**src/rtl/mem_arb_pkg.sv**
```systemverilog
// Shared constants and helpers for the RAM arbiter slice.
package mem_arb_pkg;

  localparam int ARB_FIXED  = 0;
  localparam int ARB_RR     = 1;
  localparam int DEF_ADDR_W = 13;
  localparam int DEF_DATA_W = 32;

  // Minimum bit width able to hold values 0..n-1 (never less than 1).
  function automatic int clog2(input int n);
    int r;
    r = 1;
    for (int b = 1; b < 31; b++) begin
      if ((1 << b) < n) r = b + 1;
    end
    return r;
  endfunction

endpackage

```
**src/rtl/rr_pick.sv**
```systemverilog
// Rotating-base priority picker: first masked requester at or after i_base wins.
module rr_pick
  import mem_arb_pkg::*;
#(
  parameter int N    = 2,
  parameter int ID_W = 1
) (
  input  logic [N-1:0]    i_req,
  input  logic [ID_W-1:0] i_base,
  input  logic [N-1:0]    i_mask,
  output logic [N-1:0]    o_gnt
);

  int   idx;
  logic found;

  always_comb begin
    o_gnt = '0;
    found = 1'b0;
    idx   = 0;
    for (int k = 0; k < N; k++) begin
      idx = (int'(i_base) + k) % N;
      if (!found && i_req[idx[ID_W-1:0]] && i_mask[idx[ID_W-1:0]]) begin
        o_gnt[idx[ID_W-1:0]] = 1'b1;
        found                = 1'b1;
      end
    end
  end

endmodule

```
**src/rtl/mem_arbiter_rr.sv**
```systemverilog
// N-master arbiter in front of one single-port synchronous RAM, with bounded
// bus locking and a read-return pipeline that routes data to the issuer.
module mem_arbiter_rr
  import mem_arb_pkg::*;
#(
  parameter int NUM_MASTERS = 2,
  parameter int ADDR_W      = DEF_ADDR_W,
  parameter int DATA_W      = DEF_DATA_W,
  parameter int RD_LATENCY  = 1,
  parameter int ARB_MODE    = ARB_RR,
  parameter int LOCK_MAX    = 8
) (
  input  logic                            clk,
  input  logic                            reset,
  input  logic [NUM_MASTERS-1:0]          m_req,
  input  logic [NUM_MASTERS-1:0]          m_we,
  input  logic [NUM_MASTERS-1:0]          m_lock,
  input  logic [NUM_MASTERS*ADDR_W-1:0]   m_addr,
  input  logic [NUM_MASTERS*DATA_W-1:0]   m_wdata,
  input  logic [NUM_MASTERS*DATA_W/8-1:0] m_be,
  output logic [NUM_MASTERS-1:0]          m_gnt,
  output logic [NUM_MASTERS-1:0]          m_rvalid,
  output logic [DATA_W-1:0]               m_rdata,
  output logic                            mem_en,
  output logic                            mem_we,
  output logic [ADDR_W-1:0]               mem_addr,
  output logic [DATA_W-1:0]               mem_wdata,
  output logic [DATA_W/8-1:0]             mem_be,
  input  logic [DATA_W-1:0]               mem_rdata
);

  localparam int ID_W  = clog2(NUM_MASTERS);
  localparam int BE_W  = DATA_W / 8;
  localparam int CNT_W = clog2(LOCK_MAX + 1);
  localparam logic [ID_W-1:0]  LAST_ID  = ID_W'(NUM_MASTERS - 1);
  localparam logic [CNT_W-1:0] CNT_LAST = CNT_W'(LOCK_MAX - 1);

  logic [ID_W-1:0]        r_last_gnt;
  logic                   r_lock_act;
  logic [ID_W-1:0]        r_lock_id;
  logic [CNT_W-1:0]       r_lock_cnt;
  logic [NUM_MASTERS-1:0] r_excl;
  logic [RD_LATENCY-1:0]  r_pipe_vld;
  logic [ID_W-1:0]        r_pipe_id [RD_LATENCY];

  logic                   w_locked;
  logic [CNT_W-1:0]       w_cnt;
  logic [ID_W-1:0]        w_base;
  logic [NUM_MASTERS-1:0] w_mask;
  logic [NUM_MASTERS-1:0] w_pick;
  logic [NUM_MASTERS-1:0] w_gnt;
  logic [ID_W-1:0]        w_gnt_id;
  logic                   w_any;

  assign w_locked = r_lock_act && m_req[r_lock_id];
  assign w_cnt    = w_locked ? r_lock_cnt : '0;
  // A master just forced off the bus sits out one arbitration if anyone else wants it.
  assign w_mask   = (|(m_req & ~r_excl)) ? ~r_excl : '1;

  always_comb begin
    w_base = '0;
    if (ARB_MODE == ARB_RR) w_base = (r_last_gnt == LAST_ID) ? '0 : r_last_gnt + 1'b1;
  end

  rr_pick #(.N(NUM_MASTERS), .ID_W(ID_W)) u_pick (
    .i_req  (m_req),
    .i_base (w_base),
    .i_mask (w_mask),
    .o_gnt  (w_pick)
  );

  always_comb begin
    w_gnt = '0;
    if (reset) begin
      if (w_locked) w_gnt[r_lock_id] = 1'b1;
      else          w_gnt = w_pick;
    end
  end

  always_comb begin
    w_gnt_id  = '0;
    mem_we    = 1'b0;
    mem_addr  = '0;
    mem_wdata = '0;
    mem_be    = '0;
    for (int i = 0; i < NUM_MASTERS; i++) begin
      if (w_gnt[i]) begin
        w_gnt_id  = ID_W'(i);
        mem_we    = m_we[i];
        mem_addr  = m_addr[i*ADDR_W +: ADDR_W];
        mem_wdata = m_wdata[i*DATA_W +: DATA_W];
        mem_be    = m_be[i*BE_W +: BE_W];
      end
    end
  end

  assign w_any   = |w_gnt;
  assign m_gnt   = w_gnt;
  assign mem_en  = w_any;
  assign m_rdata = mem_rdata;

  always_comb begin
    m_rvalid = '0;
    if (r_pipe_vld[RD_LATENCY-1]) m_rvalid[r_pipe_id[RD_LATENCY-1]] = 1'b1;
  end

  always_ff @(posedge clk) begin
    if (!reset) begin
      r_last_gnt <= LAST_ID;
      r_lock_act <= 1'b0;
      r_lock_id  <= '0;
      r_lock_cnt <= '0;
      r_excl     <= '0;
      r_pipe_vld <= '0;
    end else begin
      r_pipe_vld[0] <= w_any && !mem_we;
      r_pipe_id[0]  <= w_gnt_id;
      for (int s = 1; s < RD_LATENCY; s++) begin
        r_pipe_vld[s] <= r_pipe_vld[s-1];
        r_pipe_id[s]  <= r_pipe_id[s-1];
      end
      if (w_any) begin
        r_last_gnt <= w_gnt_id;
        r_excl     <= '0;
        r_lock_act <= 1'b0;
        r_lock_cnt <= '0;
        if (m_lock[w_gnt_id]) begin
          if (w_cnt < CNT_LAST) begin
            r_lock_act <= 1'b1;
            r_lock_id  <= w_gnt_id;
            r_lock_cnt <= w_cnt + 1'b1;
          end else begin
            r_excl <= w_gnt;
          end
        end
      end else begin
        r_lock_act <= 1'b0;
        r_lock_cnt <= '0;
      end
    end
  end

endmodule

```
**config.mk**
```make
export PLATFORM = sky130hd
export DESIGN_NAME = mem_arbiter_rr
export DESIGN_NICKNAME = d
export VERILOG_FILES = /design/src/rtl/mem_arb_pkg.sv /design/src/rtl/rr_pick.sv /design/src/rtl/mem_arbiter_rr.sv
export SDC_FILE = /design/constraint.sdc
export NUM_CORES = 1
export LEC_CHECK = 0
export BUFFER_PORTS_ARGS = -buffer_cell sky130_fd_sc_hd__buf_2
export CORE_AREA = 2 2 88 90
export DETAILED_ROUTE_END_ITERATION = 8
export DIE_AREA = 0 0 90 92
export MAX_ROUTING_LAYER = met4
export PLACE_DENSITY_LB_ADDON = 0.2
export SKIP_LAST_GASP = 1
export SLEW_MARGIN = 15
export SYNTH_ARGS = -nofsm -noshare
export SYNTH_HDL_FRONTEND = slang
export SYNTH_SLANG_ARGS = --single-unit
```
**constraint.sdc**
```tcl
create_clock -name clk -period 6.8 [get_ports clk]
set_input_delay 2.04 -clock clk [delete_from_list [all_inputs] [get_ports clk]]
set_output_delay 2.04 -clock clk [all_outputs]
set_load 0.01 [all_outputs]
```
==> flow_metrics.tcl, run 1 <==
set metrics [dict create \
    maxUsedRoutingLayer "met4" \
    grt_pass1_wl_um 7700 \
    drtAntennaViolNets 0 \
    cpMostUsedCell "buf_2" \
    outcome "finished, final reports clean" \
    yosys.cell_count.top_type "a22o_1" \
    design_area_um2 2020 \
    avgSynthCellArea_um2 8.57 \
    num_antenna_cells 0 \
    dieArea_um2 8280 \
    place_inst 376 \
    ys_top_cells_by_area "a22o_1 33%, buf_4 18%, dfxtp_1 15%" \
    maxCapViolCount 0 \
    crit_fanout 27 \
    leakagePower_nw 1.13 \
    path_clk_slew_ps 50 \
    dr_wl_met3_um 535 \
    syn-num-nets 296 \
    detail_route.wl_per_cell_um 14.0 \
    synth_top_area_cell "a22o_1" \
    synthTopCellsByCount "50 x a22o_1, 33 x buf_4, 10 x dfxtp_1, 6 x buf_6" \
    path_cells "buf_2 > nand2_1 > inv_1 > and2_2 > buf_12 > a22o_1 > buf_2" \
    slew_viol_final 0 \
    synth_area_um2 1350 \
    clockBufferDepth 2 \
    h-tree-depth 1 \
    cts_resized 0 \
    cp.arrival_ps 3500 \
    syn_inst 157 \
    synth-main-ff-cell "dfxtp_1" \
    fin_crit_ps 5540 \
    rsz0062_at_grt "false" \
    slowest_delay_ps 520 \
    drt_first_iter_violations 25 \
    synth-edff-count 1 \
    post_dp_cell_area_um2 1980 \
    cts_buffers 3 \
    grt_max_degree 35 \
    p_per_area_nw_per_um2 126 \
    p_total_mw 0.255 \
    detailed_place_hpwl_um 4380 \
    ctsHoldBuffers 0 \
    grt.overflow.total 0 \
    met2_length_um 2570 \
    clock_latency_ps 240 \
    crit_slowest_cell "and2_2" \
    hp-class "register to register" \
    grt_pass1_vias 1506 \
    ys_seq_elements 11 \
    fin_cells 380 \
    hold_viol_final 0 \
    required_ps 4760 \
    clock-root-buffer "clkbuf_8" \
    crit_path_end_kind "output pin" \
    fmax_ghz 0.181 \
    port_buffers 160 \
    num_rows 32 \
    drc 0 \
    cts_tree "built" \
    cpLargestDelayFamily "buffers and inverters" \
    ios 225 \
    drt-met1-wl_um 2180 \
    core_um2 7450 \
    vdd_ir_drop_max_v 0.0000576 \
    synth.top_cell.area_share_pct 32.6 \
    slew_headroom_pct 53.6 \
    cts_setup_buffers 0 \
    antenna_found_initial 0 \
    criticalPathCategory "input port to output pin" \
    report.final.setup_viol 0 \
    post-route-period-util_pct 81.4 \
    dieHeight_um 92 \
    place_congestion 0.685 \
    yosysUniqueCellTypes 36 \
    drive_gt1_share_pct 61.9 \
    area_growth_pct 50.2 \
    yosysSeqAreaShare_pct 17.1 \
    clock-sinks 11 \
    grt.total_usage_pct 11.6 \
    worst-slew-pin-transition_ps 695 \
    setup_tns_ps 0 \
    ys.warnings.count 0 \
    fin_nets 418 \
    start_kind "input port" \
    drt_pass1_iterations 4 \
    synthArstFlopShare_pct 0 \
    skew_ps 1.25 \
    critical_path_buf_inv_count 4 \
    viasPerCell 4.28 \
    routed_wl_um 5310 \
    start_util_pct 18.1 \
    dieWidth_um 90 \
    vias 1627 \
]
## tightest hold or removal path: cells and delay by family (launching register included)
kind	cells	cell delay, ps
simple gates	2	170
flops	1	320
## cell usage in the layout, fill, tap and decap left out, drive strengths merged
master / count
buf: 162
a22o: 50
dfxtp: 10
nand2: 5
inv: 5
nand3: 4
and2: 4
nor3: 4
clkbuf: 4
nor2: 3
o21ai: 3
nor2b: 3
nand2b: 2
a32oi: 2
o211ai: 2
a21bo: 1
a31oi: 1
mux2i: 1
a21oi: 1
and4: 1
a211oi: 1
o21a: 1
a221oi: 1
nor3b: 1
xor2: 1
a211o: 1
a21o: 1
xnor2: 1
ha: 1
edfxtp: 1
## stage by stage
stage / hold slack (ps) / utilization [%] / setup slack [ps]
floorplan: 514 / - / 1770
global placement: 546 / 26.5 / 1270
detailed placement: 551 / 26.5 / 1230
CTS: 557 / 27.1 / 1220
global route: 580 / 27.1 / 1090
finish: 550 / 27.1 / 1260
## power breakdown
part	switching [mW]	internal, mW
clock network	0.0254	0.0413
logic	0.0571	0.0612
registers	0.00185	0.0684
total	0.0844	0.171
## cell families (layout without fill, tap and decap cells)
logic type	after synthesis	count (layout)	synth area share (%)
simple gates	27	27	11.2
fa+ha+maj	1	1	0.930
mux	1	1	0.744
compound gates	65	65	42.1
xor+xnor	2	2	1.30
buf+inv	50	171	26.6
flops	11	11	17.1
## routing by layer
metal  up-vias  track usage (%)
li1        805                -
met1       703             14.2
met2       113             19.2
met3         6             3.62
met4         0             2.05
met5         -                -
## registers in the layout (all words and copies together) (netlist names)
name        count
r_lock_cnt      4
r_excl          2
r_last_gnt      1
r_lock_act      1
r_lock_id       1
r_pipe_id       1
r_pipe_vld      1
## final timing paths
kind	slack, ps	startpoint	to	cells after the start
setup / recovery	1260	m_req[1]	mem_wdata[19]	7
hold / removal	550	r_lock_act	r_last_gnt	2
setup reg to reg	4700	r_lock_id	r_excl[1]	8
hold reg to reg	550	r_lock_act	r_last_gnt	2
## final cells by class
cell class,count,area (um2)
Clock buffer,4,45.0
Tap cell,102,128
Inverter,5,18.8
Timing Repair Buffer,162,841
Sequential cell,11,230
Fill cell,838,5430
Multi-Input combinational cell,96,758
No activity file was read; power rests on OpenSTA's default activity.
==> inputs of run 2 (changes only) <==
--- a/config.mk
+++ b/config.mk
@@ -6,9 +6,9 @@
 export NUM_CORES = 1
 export LEC_CHECK = 0
 export BUFFER_PORTS_ARGS = -buffer_cell sky130_fd_sc_hd__buf_2
-export CORE_AREA = 2 2 88 90
+export CORE_AREA = 2 2 86 88
 export DETAILED_ROUTE_END_ITERATION = 8
-export DIE_AREA = 0 0 90 92
+export DIE_AREA = 0 0 88 90
 export MAX_ROUTING_LAYER = met4
 export PLACE_DENSITY_LB_ADDON = 0.2
 export SKIP_LAST_GASP = 1
==> constraint.sdc (replaced) <==
create_clock -name clk -period 4.95 [get_ports clk]
set_input_delay 1.485 -clock clk [delete_from_list [all_inputs] [get_ports clk]]
set_output_delay 1.485 -clock clk [all_outputs]
set_load 0.01 [all_outputs]
==> run 2 against run 1 <==
Net effect: sequential power up 37%; total power up 35%; sequential share of layout area about the same; clock power up 32%; non-clock buffer count up 1; wire length down 8.1%; hold slack better by 8.3 ps; critical path depth down 1; final cell count down 0.53%; combinational power up 36%; global-route usage down 0.58 points.
==> flow_metrics.tcl, run 2 (synthesis results as in run 1) <==
set metrics [dict create \
    outcome "finished, final reports clean" \
    hold_viol_final 0 \
    cts_setup_buffers 0 \
    h-tree-depth 1 \
    r2r_start "r_lock_id" \
    ctsHoldBuffers 0 \
    fill_cells 792 \
    cts_resized 0 \
    antenna_found_initial 0 \
    fin_cells 378 \
    cp.arrival_ps 2710 \
    post-route-period-util_pct 84.6 \
    layout_commonest_cell "buf_2" \
    routed_wl_um 4890 \
    intPower_mw 0.234 \
    seq_area_um2 230 \
    dieArea_um2 7920 \
    p_per_area_nw_per_um2 171 \
    area_growth_pct 49.6 \
    drt_pass1_iterations 4 \
    clockBufferDepth 2 \
    vdd_ir_drop_max_v 0.0000774 \
    start_util_pct 19.2 \
    cpLargestDelayFamily "compound AO/OA/AOI/OAI gates" \
    worst-slew-pin-transition_ps 502 \
    dieHeight_um 90 \
    largest_reg_flops 4 \
    cpMostUsedCell "buf_2" \
    hp-class "register to register" \
    cts_tree "built" \
    grt_max_degree 56 \
    maxCapViolCount 0 \
    detailed_place_hpwl_um 4010 \
    slew_headroom_pct 66.2 \
    place_congestion 0.711 \
    core_um2 7020 \
    required_ps 3460 \
    detail_route.wl_per_cell_um 12.9 \
    fin_nets 419 \
    cts_buffers 3 \
    crit_fanout 30 \
    drt_first_iter_violations 24 \
    critical_path_buf_inv_count 3 \
    ios 225 \
    setup_tns_ps 0 \
    hold_end "r_last_gnt" \
    slowest_delay_ps 280 \
    grt_pass1_vias 1493 \
    worstHoldStart "r_lock_act" \
    power.net_switching_mw 0.111 \
    fin_crit_ps 4190 \
    path_cells "buf_2 > a21bo_2 > and2_2 > buf_4 > a22o_1 > buf_2" \
    r2r_end "r_excl[1]" \
    vias 1683 \
    viasPerCell 4.45 \
    p_total_mw 0.344 \
    dieWidth_um 88 \
    criticalPathCategory "input port to output pin" \
    report.final.setup_viol 0 \
    slew_viol_final 0 \
    rrSetupSlack_ps 2880 \
    clock-root-buffer "clkbuf_8" \
    drtAntennaViolNets 0 \
    crit_slowest_cell "a22o_1" \
    whs_path_depth 2 \
    layout_common_cells "160 x buf_2, 50 x a22o_1, 10 x dfxtp_1" \
    grt_pass1_wl_um 6830 \
    clockPowerShare_pct 25.5 \
    clock_latency_ps 230 \
    grt.total_usage_pct 11.0 \
    port_buffers 160 \
    largest_registers "r_lock_cnt x4, r_excl x2" \
    clock-sinks 11 \
    p_seq_share_pct 28.0 \
    comb_power_share_pct 46.4 \
    fmax_ghz 0.239 \
    drc 0 \
    crit_path_end_kind "output pin" \
    grt.overflow.total 0 \
    place_inst 374 \
    skew_ps 1.81 \
    multi_input_area_um2 758 \
    num_rows 31 \
    start_kind "input port" \
    p_sw_share_pct 32.1 \
    leakagePower_nw 1.13 \
    path_clk_slew_ps 50 \
    reg2reg_depth 8 \
    rsz0062_at_grt "false" \
    regMostFlops "r_lock_cnt" \
    drive_gt1_share_pct 62.0 \
    num_antenna_cells 0 \
]
run 2: cell type report:
class                   count  share of cell area, %
repair buffers            163                   41.5
multi-input cells          96                   37.7
flip-flops and latches     11                   11.4
well taps                  99                   6.16
clock buffers               4                   2.24
inverters                   5                  0.933
run 2: how the worst max path moves through the flow:
stage | startpoint | end | slack [ps] | cells past startpoint
finish | m_req[0] | mem_wdata[2] | 760 | 6
global route | m_req[0] | mem_wdata[3] | 700 | 6
CTS | m_req[0] | mem_wdata[2] | 740 | 6
detailed placement | m_req[0] | mem_wdata[2] | 740 | 6
global placement | m_req[0] | mem_wdata[2] | 760 | 6
floorplan | m_req[1] | mem_wdata[10] | 1030 | 4
run 2: power groups by stage:
| stage | Clock [mW] | Combinational, mW | Sequential, mW |
|---|---|---|---|
| after detailed placement | 0 | 0.162 | 0.0984 |
| after global routing | 0.0978 | 0.176 | 0.0968 |
| after global placement | 0 | 0.161 | 0.0984 |
| final | 0.0880 | 0.160 | 0.0965 |
| after floorplan | 0 | 0.110 | 0.0977 |
| after CTS | 0.0922 | 0.162 | 0.0965 |
run 2: metrics by stage:
stage	hold WS [ps]	worst slack (ps)	utilization [%]	cell area [um2]
2_1_floorplan	514	1030	-	1350
3_3_place_gp	553	756	28.0	1970
3_5_place_dp	551	739	28.0	1970
4_1_cts	559	745	28.7	2010
5_1_grt	579	701	28.7	2010
6_report	558	760	28.7	2010
run 2: layer usage:
layer	GRT usage, %	up-vias	part of all wire, %
met5	-	-	0
met1	11.8	765	39
met4	2.56	0	0.86
met3	2.02	10	10
li1	-	807	-
met2	20.5	101	49
run 2: worst register-to-register path: stages (launching register included):
cell and delay (ps):
dfxtp_1 380, mux2i_1 120, nor2_1 280, and2_1 200, ha_1 180, a21oi_1 90, nor3_2 400, and4_1 260
o21a_1 110
